### config.mk
export PLATFORM = sky130hd
export DESIGN_NAME = rr_arbiter_8to3
export DESIGN_NICKNAME = d
export VERILOG_FILES = /design/src/rtl/rr_arbiter_8to3.sv
export SDC_FILE = /design/constraint.sdc
export NUM_CORES = 1
export LEC_CHECK = 0
export ABC_CLOCK_PERIOD_IN_PS = 9250
export BUFFER_PORTS_ARGS = -buffer_cell sky130_fd_sc_hd__buf_2
export CAP_MARGIN = 0
export CORE_UTILIZATION = 30
export DETAILED_ROUTE_END_ITERATION = 12
export GPL_ROUTABILITY_DRIVEN = 0
export PLACE_DENSITY = 0.46
export SLEW_MARGIN = 20
export SYNTH_ARGS = -nofsm -noshare
export SYNTH_HDL_FRONTEND = slang
export SYNTH_SLANG_ARGS = --single-unit
export TNS_END_PERCENT = 50
### constraint.sdc
create_clock -name clk -period 9.25 [get_ports clk]
set_input_delay 1.85 -clock clk [delete_from_list [all_inputs] [get_ports clk]]
set_output_delay 1.85 -clock clk [all_outputs]
set_load 0.01 [all_outputs]
### src/rtl/rr_arbiter_8to3.sv
// Round-robin arbiter: 8 requesters share one port. Emits a registered one-hot
// grant plus its encoded index. Grants hold until the owner drops its request,
// en drops, or the MAX_HOLD limit expires.
module rr_arbiter_8to3 #(
    parameter int unsigned MAX_HOLD = 16
) (
    input  logic       clk,
    input  logic       rst_n,
    input  logic       en,
    input  logic [7:0] req,
    output logic [7:0] gnt,
    output logic [2:0] gnt_idx,
    output logic       gnt_valid,
    output logic       timeout
);

    localparam int unsigned N  = 8;
    localparam int unsigned IW = 3;
    localparam int unsigned CW = 8;

    // MAX_HOLD of 0 disables the limit, so the wrapped compare value is never used then
    localparam logic          HOLD_EN   = (MAX_HOLD != 0);
    localparam logic [CW-1:0] HOLD_LAST = CW'(MAX_HOLD - 1);
    localparam logic [CW-1:0] HOLD_SAT  = '1;

    typedef enum logic {
        IDLE  = 1'b0,
        GRANT = 1'b1
    } state_e;

    state_e        state_q, state_d;
    logic [N-1:0]  gnt_q, gnt_d;
    logic [IW-1:0] gnt_idx_q, gnt_idx_d;
    logic          gnt_valid_q, gnt_valid_d;
    logic          timeout_q, timeout_d;
    logic [IW-1:0] ptr_q, ptr_d;
    logic [CW-1:0] hold_q, hold_d;

    logic          pick_found_c;
    logic [IW-1:0] pick_idx_c;
    logic          owner_req_c;
    logic          hold_hit_c;

    // First requester at or after the rotating pointer, wrapping modulo 8
    always_comb begin : pick
        logic [IW-1:0] cand;
        cand         = '0;
        pick_found_c = 1'b0;
        pick_idx_c   = ptr_q;
        for (int unsigned i = 0; i < N; i++) begin
            cand = ptr_q + IW'(i);
            if (!pick_found_c && req[cand]) begin
                pick_found_c = 1'b1;
                pick_idx_c   = cand;
            end
        end
    end

    assign owner_req_c = req[gnt_idx_q];
    assign hold_hit_c  = HOLD_EN && (hold_q == HOLD_LAST);

    // Next-state and registered-output computation
    always_comb begin
        state_d     = state_q;
        gnt_d       = gnt_q;
        gnt_idx_d   = gnt_idx_q;
        gnt_valid_d = gnt_valid_q;
        timeout_d   = 1'b0;
        ptr_d       = ptr_q;
        hold_d      = hold_q;
        case (state_q)
            IDLE: begin
                if (en && pick_found_c) begin
                    state_d     = GRANT;
                    gnt_d       = N'(1) << pick_idx_c;
                    gnt_idx_d   = pick_idx_c;
                    gnt_valid_d = 1'b1;
                    hold_d      = '0;
                end
            end
            GRANT: begin
                if (!en || !owner_req_c || hold_hit_c) begin
                    state_d     = IDLE;
                    gnt_d       = '0;
                    gnt_valid_d = 1'b0;
                    ptr_d       = gnt_idx_q + IW'(1);
                    // Only the hold limit can be the cause when en and req are both still high
                    timeout_d   = en && owner_req_c;
                end else begin
                    hold_d = (hold_q == HOLD_SAT) ? hold_q : hold_q + CW'(1);
                end
            end
            default: begin
                state_d = IDLE;
            end
        endcase
    end

    // State and output registers with synchronous active-low reset
    always_ff @(posedge clk) begin
        if (!rst_n) begin
            state_q     <= IDLE;
            gnt_q       <= '0;
            gnt_idx_q   <= '0;
            gnt_valid_q <= 1'b0;
            timeout_q   <= 1'b0;
            ptr_q       <= '0;
            hold_q      <= '0;
        end else begin
            state_q     <= state_d;
            gnt_q       <= gnt_d;
            gnt_idx_q   <= gnt_idx_d;
            gnt_valid_q <= gnt_valid_d;
            timeout_q   <= timeout_d;
            ptr_q       <= ptr_d;
            hold_q      <= hold_d;
        end
    end

    assign gnt       = gnt_q;
    assign gnt_idx   = gnt_idx_q;
    assign gnt_valid = gnt_valid_q;
    assign timeout   = timeout_q;

endmodule
==> flow_metrics.env, run 1 <==
export IMPL_r2r_cells=10
export IMPL_r2r_start="ptr_q[1]$_SDFFE_PN0P_"
export IMPL_drive_above_1_share_pct=25.9
export IMPL_die_w_um=87.0
export IMPL_outcome="finished clean"
export IMPL_ctsResizeCount=0
export IMPL_num_fill_cells=720
export IMPL_area_delta_synth_final_pct=8.67
export IMPL_core_um2=6870
export IMPL_worstPathArrival_ps=4770
export IMPL_nNetsFinal=248
export IMPL_ff2ff_setup_slack_ps=4650
export IMPL_min_to="gnt[4]$_SDFFE_PN0P_"
export IMPL_stdcell_area_um2=2350
export IMPL_ys_flop_type="dfxtp_1"
export IMPL_dieArea_um2=7560
export IMPL_clock_sink_count=25
export IMPL_max_cap_viol_count=0
export IMPL_overflow=0
export IMPL_fin_crit_sh_pct=49.7
export IMPL_grt_usage_pct=14.1
export IMPL_synth_cell_types=56
export IMPL_clk_pin_slew_ps=90
export IMPL_hp_start="gnt[4]$_SDFFE_PN0P_"
export IMPL_clockBufferDepth=2
export IMPL_cp_max_fo=16
export IMPL_antennaDiodeCount=0
export IMPL_post_drt_wl_per_cell_um=15.3
export IMPL_cts_htree_levels=1
export IMPL_synth_seq_area_share_pct=23.1
export IMPL_die_h_um=87.0
export IMPL_hold_buffers=0
export IMPL_max_slew_margin_rel_pct=36.1
export IMPL_firstDrtPassIters=4
export IMPL_p_per_area_nw_per_um2=142
export IMPL_ir_drop_mv=0.0761
export IMPL_slew_viol_final=0
export IMPL_tightest_slew_ps=956
export IMPL_final_min_clock_period_ps=4600
export IMPL_cts_buffers_inserted=3
export IMPL_syn_cell_area_um2=2170
export IMPL_rsz0062_at_grt="no"
export IMPL_floorplan_initialDensity_pct=31.5
export IMPL_setup_viol=0
export IMPL_grt_first_pass_wirelength_um=8400
export IMPL_drt_iter0_markers=83
export IMPL_drt_total_wl_um=5000
export IMPL_grt_pass1_vias=1623
export IMPL_ioPinCount=24
export IMPL_antenna_found_initial=0
export IMPL_multiInputGateArea_um2=1540
export IMPL_ant_nets=0
export IMPL_ys_async_sr_fraction_pct=0
export IMPL_yosys_warnings=0
export IMPL_worstHoldPathCells=2
export IMPL_register_area_um2=500
export IMPL_clockRootBuffer="clkbuf_8"
export IMPL_hold_viol_final=0
export IMPL_r2r_end="gnt[7]$_SDFFE_PN0P_"
export IMPL_synth_cells=213
export IMPL_clock_latency_ps=270
export IMPL_start_kind="flop"
export IMPL_placed_area_um2=2310
export IMPL_p_leak_nw=0.874
export IMPL_tns_ps=0
export IMPL_syn_avg_cell_area_um2=10.2
export IMPL_final_common_cell="dfxtp_1"
export IMPL_rows=30
export IMPL_avgViaCountPerCell=5.25
export IMPL_syn_num_nets=228
export IMPL_setup_worst_path_class="flop to flop"
export IMPL_hp_class="flop to flop"
export IMPL_synth_edf_count=0
export IMPL_cp_required_ps=9420
export IMPL_grt_max_degree=18
export IMPL_cts_tree="yes"
export IMPL_end_kind="flop"
export IMPL_ys_ff_latch=25
export IMPL_mostFrequentLayoutCells="25 x dfxtp_1, 23 x buf_2, 20 x nor2_1"
export IMPL_vias=1721
export IMPL_port_buffers=23
export IMPL_finClkSkew_ps=6.39
export IMPL_drc=0
export IMPL_max_freq_mhz=217
export IMPL_cts_setup_buffers=0
export IMPL_startpoint="ptr_q[1]$_SDFFE_PN0P_"
export IMPL_hpwl_um=3810
cell families (layout without fill, tap and decap cells):
| family | Yosys count | count (layout) | share of synthesized area (%) |
|---|---|---|---|
| mux | 39 | 39 | 29.8 |
| simple gates | 71 | 71 | 17.3 |
| flops | 25 | 25 | 23.1 |
| fa+ha+maj | 4 | 4 | 2.31 |
| xor+xnor | 11 | 11 | 5.14 |
| compound gates | 47 | 47 | 16.7 |
| buf+inv | 16 | 35 | 5.72 |
where the power goes:
part / internal [mW] / switching [mW] / total [mW] / leakage [nW]
clock: 0.0301 / 0.0348 / 0.0650 / 0.0255
sequential: 0.114 / 0.0109 / 0.125 / 0.203
combinational: 0.0647 / 0.0801 / 0.145 / 0.645
total: 0.209 / 0.126 / 0.335 / 0.874
registers in the layout, summed over array words and instances (netlist names):
signal / count
timeout: 1
state_q: 1
hold_q: 8
gnt: 8
ptr_q: 3
gnt_idx: 3
gnt_valid: 1
worst max path at each step:
stage	end	cells after the start	slack, ps
6_report	gnt[7]$_SDFFE_PN0P_	10	4650
3_5_place_dp	gnt[7]$_SDFFE_PN0P_	9	4400
5_1_grt	gnt[0]$_SDFFE_PN0P_	10	4270
4_1_cts	gnt[7]$_SDFFE_PN0P_	9	4640
2_1_floorplan	gnt[3]$_SDFFE_PN0P_	9	5220
3_3_place_gp	gnt[3]$_SDFFE_PN0P_	9	4430
metrics by stage:
stage          util [%]  setup slack, ps  std cells  hold WS (ps)  power [mW]
5_1_grt            34.3             4270        328           485       0.360
3_3_place_gp       33.6             4430        324           441       0.275
3_5_place_dp       33.6             4400        324           441       0.271
4_1_cts            34.3             4640        328           455       0.336
6_report           34.3             4650        328           451       0.335
2_1_floorplan         -             5220        213           456       0.241
critical path, cell delays in order (launching register included):
cell and delay [ps]:
dfxtp_1 800, inv_1 270, ha_1 770, mux2i_1 420, mux4_4 440, nand4_1 150, o311ai_2 820, nor3_1 140
mux2_2 320, nor2b_1 150, a22o_1 210
layer usage:
metal | up-vias | track usage [%] | routed length (um)
li1 | 868 | - | -
met1 | 801 | 21.2 | 2580
met2 | 50 | 21.4 | 2170
met3 | 2 | 2.56 | 227
met4 | 0 | 1.97 | 29
met5 | - | 0 | 0
Yosys cell counts (3+ instances only):
cell / count / share of area (%)
a211oi_1: 5 / 1.7
a21oi_1: 6 / 1.4
a22o_1: 5 / 2.0
and2_1: 5 / 1.4
and3_1: 4 / 1.2
buf_6: 4 / 2.1
clkbuf_8: 3 / 1.9
dfxtp_1: 25 / 23
ha_1: 4 / 2.3
inv_1: 6 / 1.0
mux2_2: 6 / 3.1
mux2i_1: 15 / 6.9
mux2i_4: 4 / 4.2
mux4_1: 5 / 6.1
mux4_2: 8 / 8.3
nand2_1: 14 / 2.4
nand4_1: 7 / 2.0
nor2_1: 20 / 3.5
nor2b_1: 3 / 0.87
nor3_1: 3 / 0.69
o21ai_0: 10 / 2.3
xnor2_1: 3 / 1.2
xor2_1: 6 / 2.4
layout make-up:
type	count	share of cell area [%]
multi-input combinational	172	65.5
clock buffer	3	1.75
sequential	25	21.3
timing repair buffer	23	4.89
tap	96	5.10
clock inverter	1	0.213
inverter	8	1.28
Note: power is estimated with default switching activity, not from simulation.
==> run 2: changes to the inputs <==
- ABC_AREA: unset -> 1
- ABC_CLOCK_PERIOD_IN_PS: 9250 -> 4490
- PLACE_DENSITY: 0.46 -> 0.47
- clock period: 9.25 -> 4.49 ns (I/O delays scaled with it)
==> run 2 against run 1 <==
The run now ends with design-rule violations left. Core utilization increased by 0.67 points. Critical path type unchanged. Final cell count increased by 29%. First-iteration DRC count increased by 51%. Clock power increased by 120%. Sequential cell count unchanged. Clock skew increased by 7.3 ps.
==> flow_metrics.env, run 2 <==
export IMPL_outcome="finished, violations left"
export IMPL_violations="design-rule violations"
export IMPL_dpl_cell_count=418
export IMPL_setup_viol=0
export IMPL_start_kind="flop"
export IMPL_synth_top_family_by_area="simple AND/OR/NAND/NOR gates"
export IMPL_path_buf_inv=3
export IMPL_drive_above_1_share_pct=17.7
export IMPL_final_common_cell="nand2_1"
export IMPL_cp_required_ps=4690
export IMPL_synth_top_cell_area_share_pct=24.8
export IMPL_synthMuxAreaShare_pct=0.990
export IMPL_fin_crit_sh_pct=72.8
export IMPL_synth_edf_count=0
export IMPL_drt_iter0_markers=125
export IMPL_ys_async_sr_fraction_pct=0
export IMPL_cts_buffers_inserted=3
export IMPL_nNetsFinal=361
export IMPL_ctsResizeCount=0
export IMPL_finClkSkew_ps=13.7
export IMPL_whs_ps=467
export IMPL_max_freq_mhz=306
export IMPL_end_kind="flop"
export IMPL_grt_pass1_vias=2013
export IMPL_clockBufferDepth=2
export IMPL_clock_latency_ps=280
export IMPL_syn_num_nets=339
export IMPL_post_drt_wl_per_cell_um=12.7
export IMPL_yosysMostFrequentCell="nand2_1"
export IMPL_path_cells="inv_2 -> ha_1 -> inv_1 -> nand3_1 -> nand3_2 -> nand2_4 -> nor2_2 -> nand4_2 -> nor2_4 -> nand3_2 -> clkinv_1 -> nand2_1 -> nand2_2 -> nand2_1 -> nor2_1 -> nor2_1 -> nor2_1"
export IMPL_firstDrtPassIters=8
export IMPL_clk_pin_slew_ps=100
export IMPL_cts_tree="yes"
export IMPL_num_fill_cells=695
export IMPL_stdcell_area_um2=2240
export IMPL_synth_adder_area_share_pct=2.48
export IMPL_cp_max_fo=14
export IMPL_drt_total_wl_um=5350
export IMPL_dieArea_um2=7070
export IMPL_synth_cells=324
export IMPL_placed_area_um2=2190
export IMPL_floorplan_initialDensity_pct=31.5
export IMPL_grt_max_degree=19
export IMPL_rows=29
export IMPL_crit_path_frequent_cell="nor2_1"
export IMPL_synth_top_cells_by_area="dfxtp_1 25%, nand2_1 17%, nand3_1 12%, nor2_1 6.7%, a21oi_1 5.0%"
export IMPL_tightest_slew_ps=513
export IMPL_synth_xor_area_share_pct=3.90
export IMPL_cp_slowest_cell="dfxtp_1"
export IMPL_grt_usage_pct=16.0
export IMPL_hold_buffers=0
export IMPL_port_buffers=23
export IMPL_totalPowerFinal_uw=851
export IMPL_fin_cells=422
export IMPL_synth_seq_area_share_pct=24.8
export IMPL_cts_setup_buffers=0
export IMPL_synthSimpleGateAreaFrac_pct=50.4
export IMPL_final_min_clock_period_ps=3270
export IMPL_worstPathArrival_ps=3470
export IMPL_synth_compound_area_share_pct=9.96
export IMPL_setup_worst_path_class="flop to flop"
export IMPL_max_cap_viol_count=0
export IMPL_antennaDiodeCount=0
export IMPL_yosys_warnings=0
export IMPL_slew_viol_final=0
export IMPL_ys_ff_latch=25
export IMPL_yosys_area_top_type="dfxtp_1"
export IMPL_max_slew_margin_rel_pct=65.8
export IMPL_tns_ps=0
export IMPL_ant_nets=0
export IMPL_cts_htree_levels=1
export IMPL_ir_drop_mv=0.127
export IMPL_ioPinCount=24
export IMPL_crit_family="simple AND/OR/NAND/NOR gates"
export IMPL_vias=2102
export IMPL_p_leak_nw=0.994
export IMPL_avgViaCountPerCell=4.98
export IMPL_register_area_um2=500
export IMPL_rsz0062_at_grt="no"
export IMPL_drc=2
export IMPL_syn_cell_area_um2=2020
export IMPL_overflow=0
export IMPL_hpwl_um=4170
export IMPL_synth_cell_types=33
export IMPL_mostFrequentLayoutCells="93 x nand2_1, 47 x nand3_1, 36 x nor2_1"
export IMPL_hp_class="flop to flop"
export IMPL_multiInputGateArea_um2=1370
export IMPL_grt_first_pass_wirelength_um=9230
export IMPL_slowest_delay_ps=660
export IMPL_area_delta_synth_final_pct=11.0
export IMPL_ys_flop_type="dfxtp_1"
export IMPL_antenna_found_initial=0
export IMPL_core_um2=6420
export IMPL_die_h_um=84.1
export IMPL_clock_sink_count=25
export IMPL_hold_viol_final=0
export IMPL_p_per_area_nw_per_um2=379
export IMPL_die_w_um=84.1
export IMPL_syn_avg_cell_area_um2=6.24
export IMPL_clockRootBuffer="clkbuf_8"
export IMPL_synth_common_cells="93 x nand2_1, 47 x nand3_1, 36 x nor2_1"
run 2: final cells by class:
type	count	share of cell area [%]
well taps	77	4.29
flip-flops and latches	25	22.3
clock inverters	1	0.335
repair buffers	23	5.13
inverters	30	5.02
multi-input cells	263	61.1
clock buffers	3	1.84
run 2: cell families after synthesis:
logic type,after synthesis
AO/OA/AOI/OAI,36
XOR/XNOR,9
adder cells (fa/ha/maj),4
buffers and inverters,36
flip-flops,25
multiplexers,2
AND/OR/NAND/NOR,212
run 2: final timing paths:
| path | from | end | slack (ps) | cells after the start |
|---|---|---|---|---|
| setup / recovery | ptr_q[0]$_SDFFE_PN0P_ | gnt[4]$_SDFFE_PN0P_ | 1220 | 17 |
| hold / removal | gnt[2]$_SDFFE_PN0P_ | gnt[2]$_SDFFE_PN0P_ | 470 | 2 |
| setup reg to reg | ptr_q[0]$_SDFFE_PN0P_ | gnt[4]$_SDFFE_PN0P_ | 1220 | 17 |
| hold reg to reg | gnt[2]$_SDFFE_PN0P_ | gnt[2]$_SDFFE_PN0P_ | 470 | 2 |
run 2: where the power goes:
part | switching [mW] | total [mW] | internal [mW]
clock network | 0.0776 | 0.141 | 0.0629
registers | 0.0312 | 0.275 | 0.243
logic | 0.300 | 0.436 | 0.136
run 2: worst register-to-register path, cell delays in order (launching register included):
cell and delay (ps):
dfxtp_1 660, inv_2 230, ha_1 460, inv_1 200, nand3_1 150, nand3_2 100, nand2_4 70, nor2_2 140
nand4_2 130, nor2_4 160, nand3_2 120, clkinv_1 130, nand2_1 150, nand2_2 190, nand2_1 70, nor2_1 130
nor2_1 50, nor2_1 70
run 2: through the flow:
stage,worst slack (ps),util [%]
finish,1220,34.9
global route,924,34.9
CTS,1280,34.9
detailed placement,1330,34.2
global placement,1370,34.2
floorplan,1970,-
run 2: metal layers:
metal / routed length (um) / vias to the layer above / global-route usage, %
li1: - / 1110 / -
met1: 2790 / 928 / 21.7
met2: 2240 / 52 / 25.1
met3: 201 / 12 / 3.07
met4: 115 / 0 / 5.49
met5: 0 / - / 0
==> run 3: changes to the inputs <==
- ABC_CLOCK_PERIOD_IN_PS: 4490 -> 3200
- clock period: 4.49 -> 3.2 ns (I/O delays scaled with it)
==> run 3 against run 2 <==
The run still ends with design-rule violations left. Final area grew 0.56%. Critical path type unchanged. Power grew 40%. Core utilization grew 0.19 points. Sequential share of layout area shrank 0.12 points. Global-route usage shrank 0.10 points. Routed wire length shrank 0.99%. Combinational power grew 43%. Clock skew shrank 4.4 ps. First-iteration DRC count shrank 29%.
==> flow_metrics.env, run 3 (synthesis results as in run 2) <==
export IMPL_overflow=0
export IMPL_path_buf_inv=2
export IMPL_hold_viol_final=0
export IMPL_die_h_um=84.1
export IMPL_drt_iter0_markers=89
export IMPL_worstHoldPathCells=2
export IMPL_tightest_slew_ps=520
export IMPL_max_cap_viol_count=0
export IMPL_ant_nets=0
export IMPL_finClkSkew_ps=9.31
export IMPL_hp_start="gnt_valid$_SDFFE_PN0P_"
export IMPL_r2r_start="ptr_q[0]$_SDFFE_PN0P_"
export IMPL_clkPwrFrac_pct=15.9
export IMPL_cts_buffers_inserted=3
export IMPL_core_um2=6420
export IMPL_crit_path_frequent_cell="nor2_4"
export IMPL_grt_first_pass_wirelength_um=9220
export IMPL_clockRootBuffer="clkbuf_8"
export IMPL_ff2ff_setup_slack_ps=450
export IMPL_slew_viol_final=0
export IMPL_setup_worst_path_class="flop to flop"
export IMPL_violations="design-rule violations"
export IMPL_cp_slowest_cell="ha_1"
export IMPL_max_slew_margin_rel_pct=65.1
export IMPL_rsz0062_at_grt="no"
export IMPL_max_freq_mhz=364
export IMPL_ctsResizeCount=0
export IMPL_firstDrtPassIters=8
export IMPL_floorplan_initialDensity_pct=31.5
export IMPL_num_fill_cells=717
export IMPL_hold_buffers=0
export IMPL_drt_total_wl_um=5300
export IMPL_fin_cells=424
export IMPL_clock_latency_ps=270
export IMPL_cp_max_fo=12
export IMPL_swShare_pct=47.6
export IMPL_setup_viol=0
export IMPL_grt_usage_pct=15.9
export IMPL_final_min_clock_period_ps=2750
export IMPL_r2r_end="hold_q[1]$_SDFFE_PN0P_"
export IMPL_p_leak_nw=1.01
export IMPL_hpwl_um=4140
export IMPL_vias=2078
export IMPL_cts_tree="yes"
export IMPL_clock_sink_count=25
export IMPL_min_to="gnt_valid$_SDFFE_PN0P_"
export IMPL_final_common_cell="nand2_1"
export IMPL_post_drt_wl_per_cell_um=12.5
export IMPL_clockBufferDepth=2
export IMPL_r2r_cells=18
export IMPL_start_kind="flop"
export IMPL_mostFrequentLayoutCells="93 x nand2_1, 47 x nand3_1, 36 x nor2_1"
export IMPL_area_delta_synth_final_pct=11.6
export IMPL_cts_setup_buffers=0
export IMPL_antenna_found_initial=0
export IMPL_ioPinCount=24
export IMPL_fin_crit_sh_pct=85.9
export IMPL_rows=29
export IMPL_drive_above_1_share_pct=18.2
export IMPL_dpl_cell_count=420
export IMPL_drc=2
export IMPL_port_buffers=23
export IMPL_grt_max_degree=19
export IMPL_slowest_delay_ps=450
export IMPL_internal_power_uw=624
export IMPL_cts_htree_levels=1
export IMPL_clk_pin_slew_ps=90
export IMPL_avgViaCountPerCell=4.90
export IMPL_die_w_um=84.1
export IMPL_crit_family="simple AND/OR/NAND/NOR gates"
export IMPL_outcome="finished, violations left"
export IMPL_nNetsFinal=363
export IMPL_antennaDiodeCount=0
export IMPL_cp_required_ps=3380
export IMPL_seqPwrFrac_pct=31.6
export IMPL_ir_drop_mv=0.180
export IMPL_tns_ps=0
export IMPL_path_cells="inv_2 -> ha_1 -> inv_1 -> nand3_1 -> nand3_2 -> nand2_4 -> nor2_2 -> nand4_2 -> nor2_4 -> nand2_2 -> nor2_4 -> nor2_1 -> nor2_4 -> nor2_4 -> nand2_4 -> nand2_1 -> o21ai_1 -> nor2_1"
export IMPL_p_per_area_nw_per_um2=528
export IMPL_power_frac_comb_pct=52.5
export IMPL_worstPathArrival_ps=2920
export IMPL_hp_class="flop to flop"
export IMPL_p_switching_uw=567
export IMPL_end_kind="flop"
export IMPL_grt_pass1_vias=1943
export IMPL_dieArea_um2=7070
## run 3: cell types whose count changed in the layout (fill, tap and decap cells not counted)
cell and delta:
buf_4 +2, clkinv_2 +1, clkinvlp_4 -1
## run 3: layout make-up
cell class	count	area (um^2)	area share [%]
clock inverter	1	5.00	0.222
timing repair buffer	25	130	5.77
tap	77	96.3	4.27
multi-input combinational	263	1370	60.7
clock buffer	3	41.3	1.83
inverter	30	113	4.99
sequential	25	500	22.2
## run 3: metal layers
metal / up-vias / routed length, um / track usage [%]
li1: 1113 / - / -
met1: 935 / 2800 / 23.3
met4: 0 / 44 / 2.04
met3: 4 / 161 / 2.67
met2: 26 / 2290 / 24.7
met5: - / 0 / 0
## run 3: tightest hold or removal path: cells and delay by family (launching register included)
kind | cells | cell delay [ps]
AOI/OAI and AO/OA | 1 | 50
and+or+nand+nor | 1 | 60
DFF | 1 | 320
## run 3: worst max-delay path by stage
stage                                startpoint  cells after the start                endpoint
final                     ptr_q[0]$_SDFFE_PN0P_                     18  hold_q[1]$_SDFFE_PN0P_
after global routing      ptr_q[0]$_SDFFE_PN0P_                     14     gnt[5]$_SDFFE_PN0P_
after CTS                 ptr_q[0]$_SDFFE_PN0P_                     17  hold_q[7]$_SDFFE_PN0P_
after detailed placement  ptr_q[0]$_SDFFE_PN0P_                     18  hold_q[1]$_SDFFE_PN0P_
after global placement    ptr_q[0]$_SDFFE_PN0P_                     14     gnt[5]$_SDFFE_PN0P_
after floorplan           ptr_q[0]$_SDFFE_PN0P_                     19  hold_q[1]$_SDFFE_PN0P_
## run 3: through the flow
| stage | worst slack, ps | hold slack, ps | power, mW | utilization, % | area [um^2] |
|---|---|---|---|---|---|
| global placement | 496 | 455 | 1.01 | 34.4 | 2210 |
| floorplan | 681 | 470 | 0.860 | - | 2020 |
| detailed placement | 458 | 457 | 1.01 | 34.4 | 2210 |
| global route | 88.9 | 499 | 1.31 | 35.1 | 2260 |
| CTS | 447 | 471 | 1.21 | 35.1 | 2260 |
| finish | 451 | 468 | 1.19 | 35.1 | 2260 |
## run 3: power by group through the flow
| stage | combinational [mW] | sequential (mW) | clock (mW) |
|---|---|---|---|
| after detailed placement | 0.622 | 0.384 | 0 |
| after global routing | 0.710 | 0.383 | 0.215 |
| after global placement | 0.628 | 0.385 | 0 |
| final | 0.625 | 0.376 | 0.189 |
| after floorplan | 0.480 | 0.379 | 0 |
| after CTS | 0.625 | 0.378 | 0.203 |
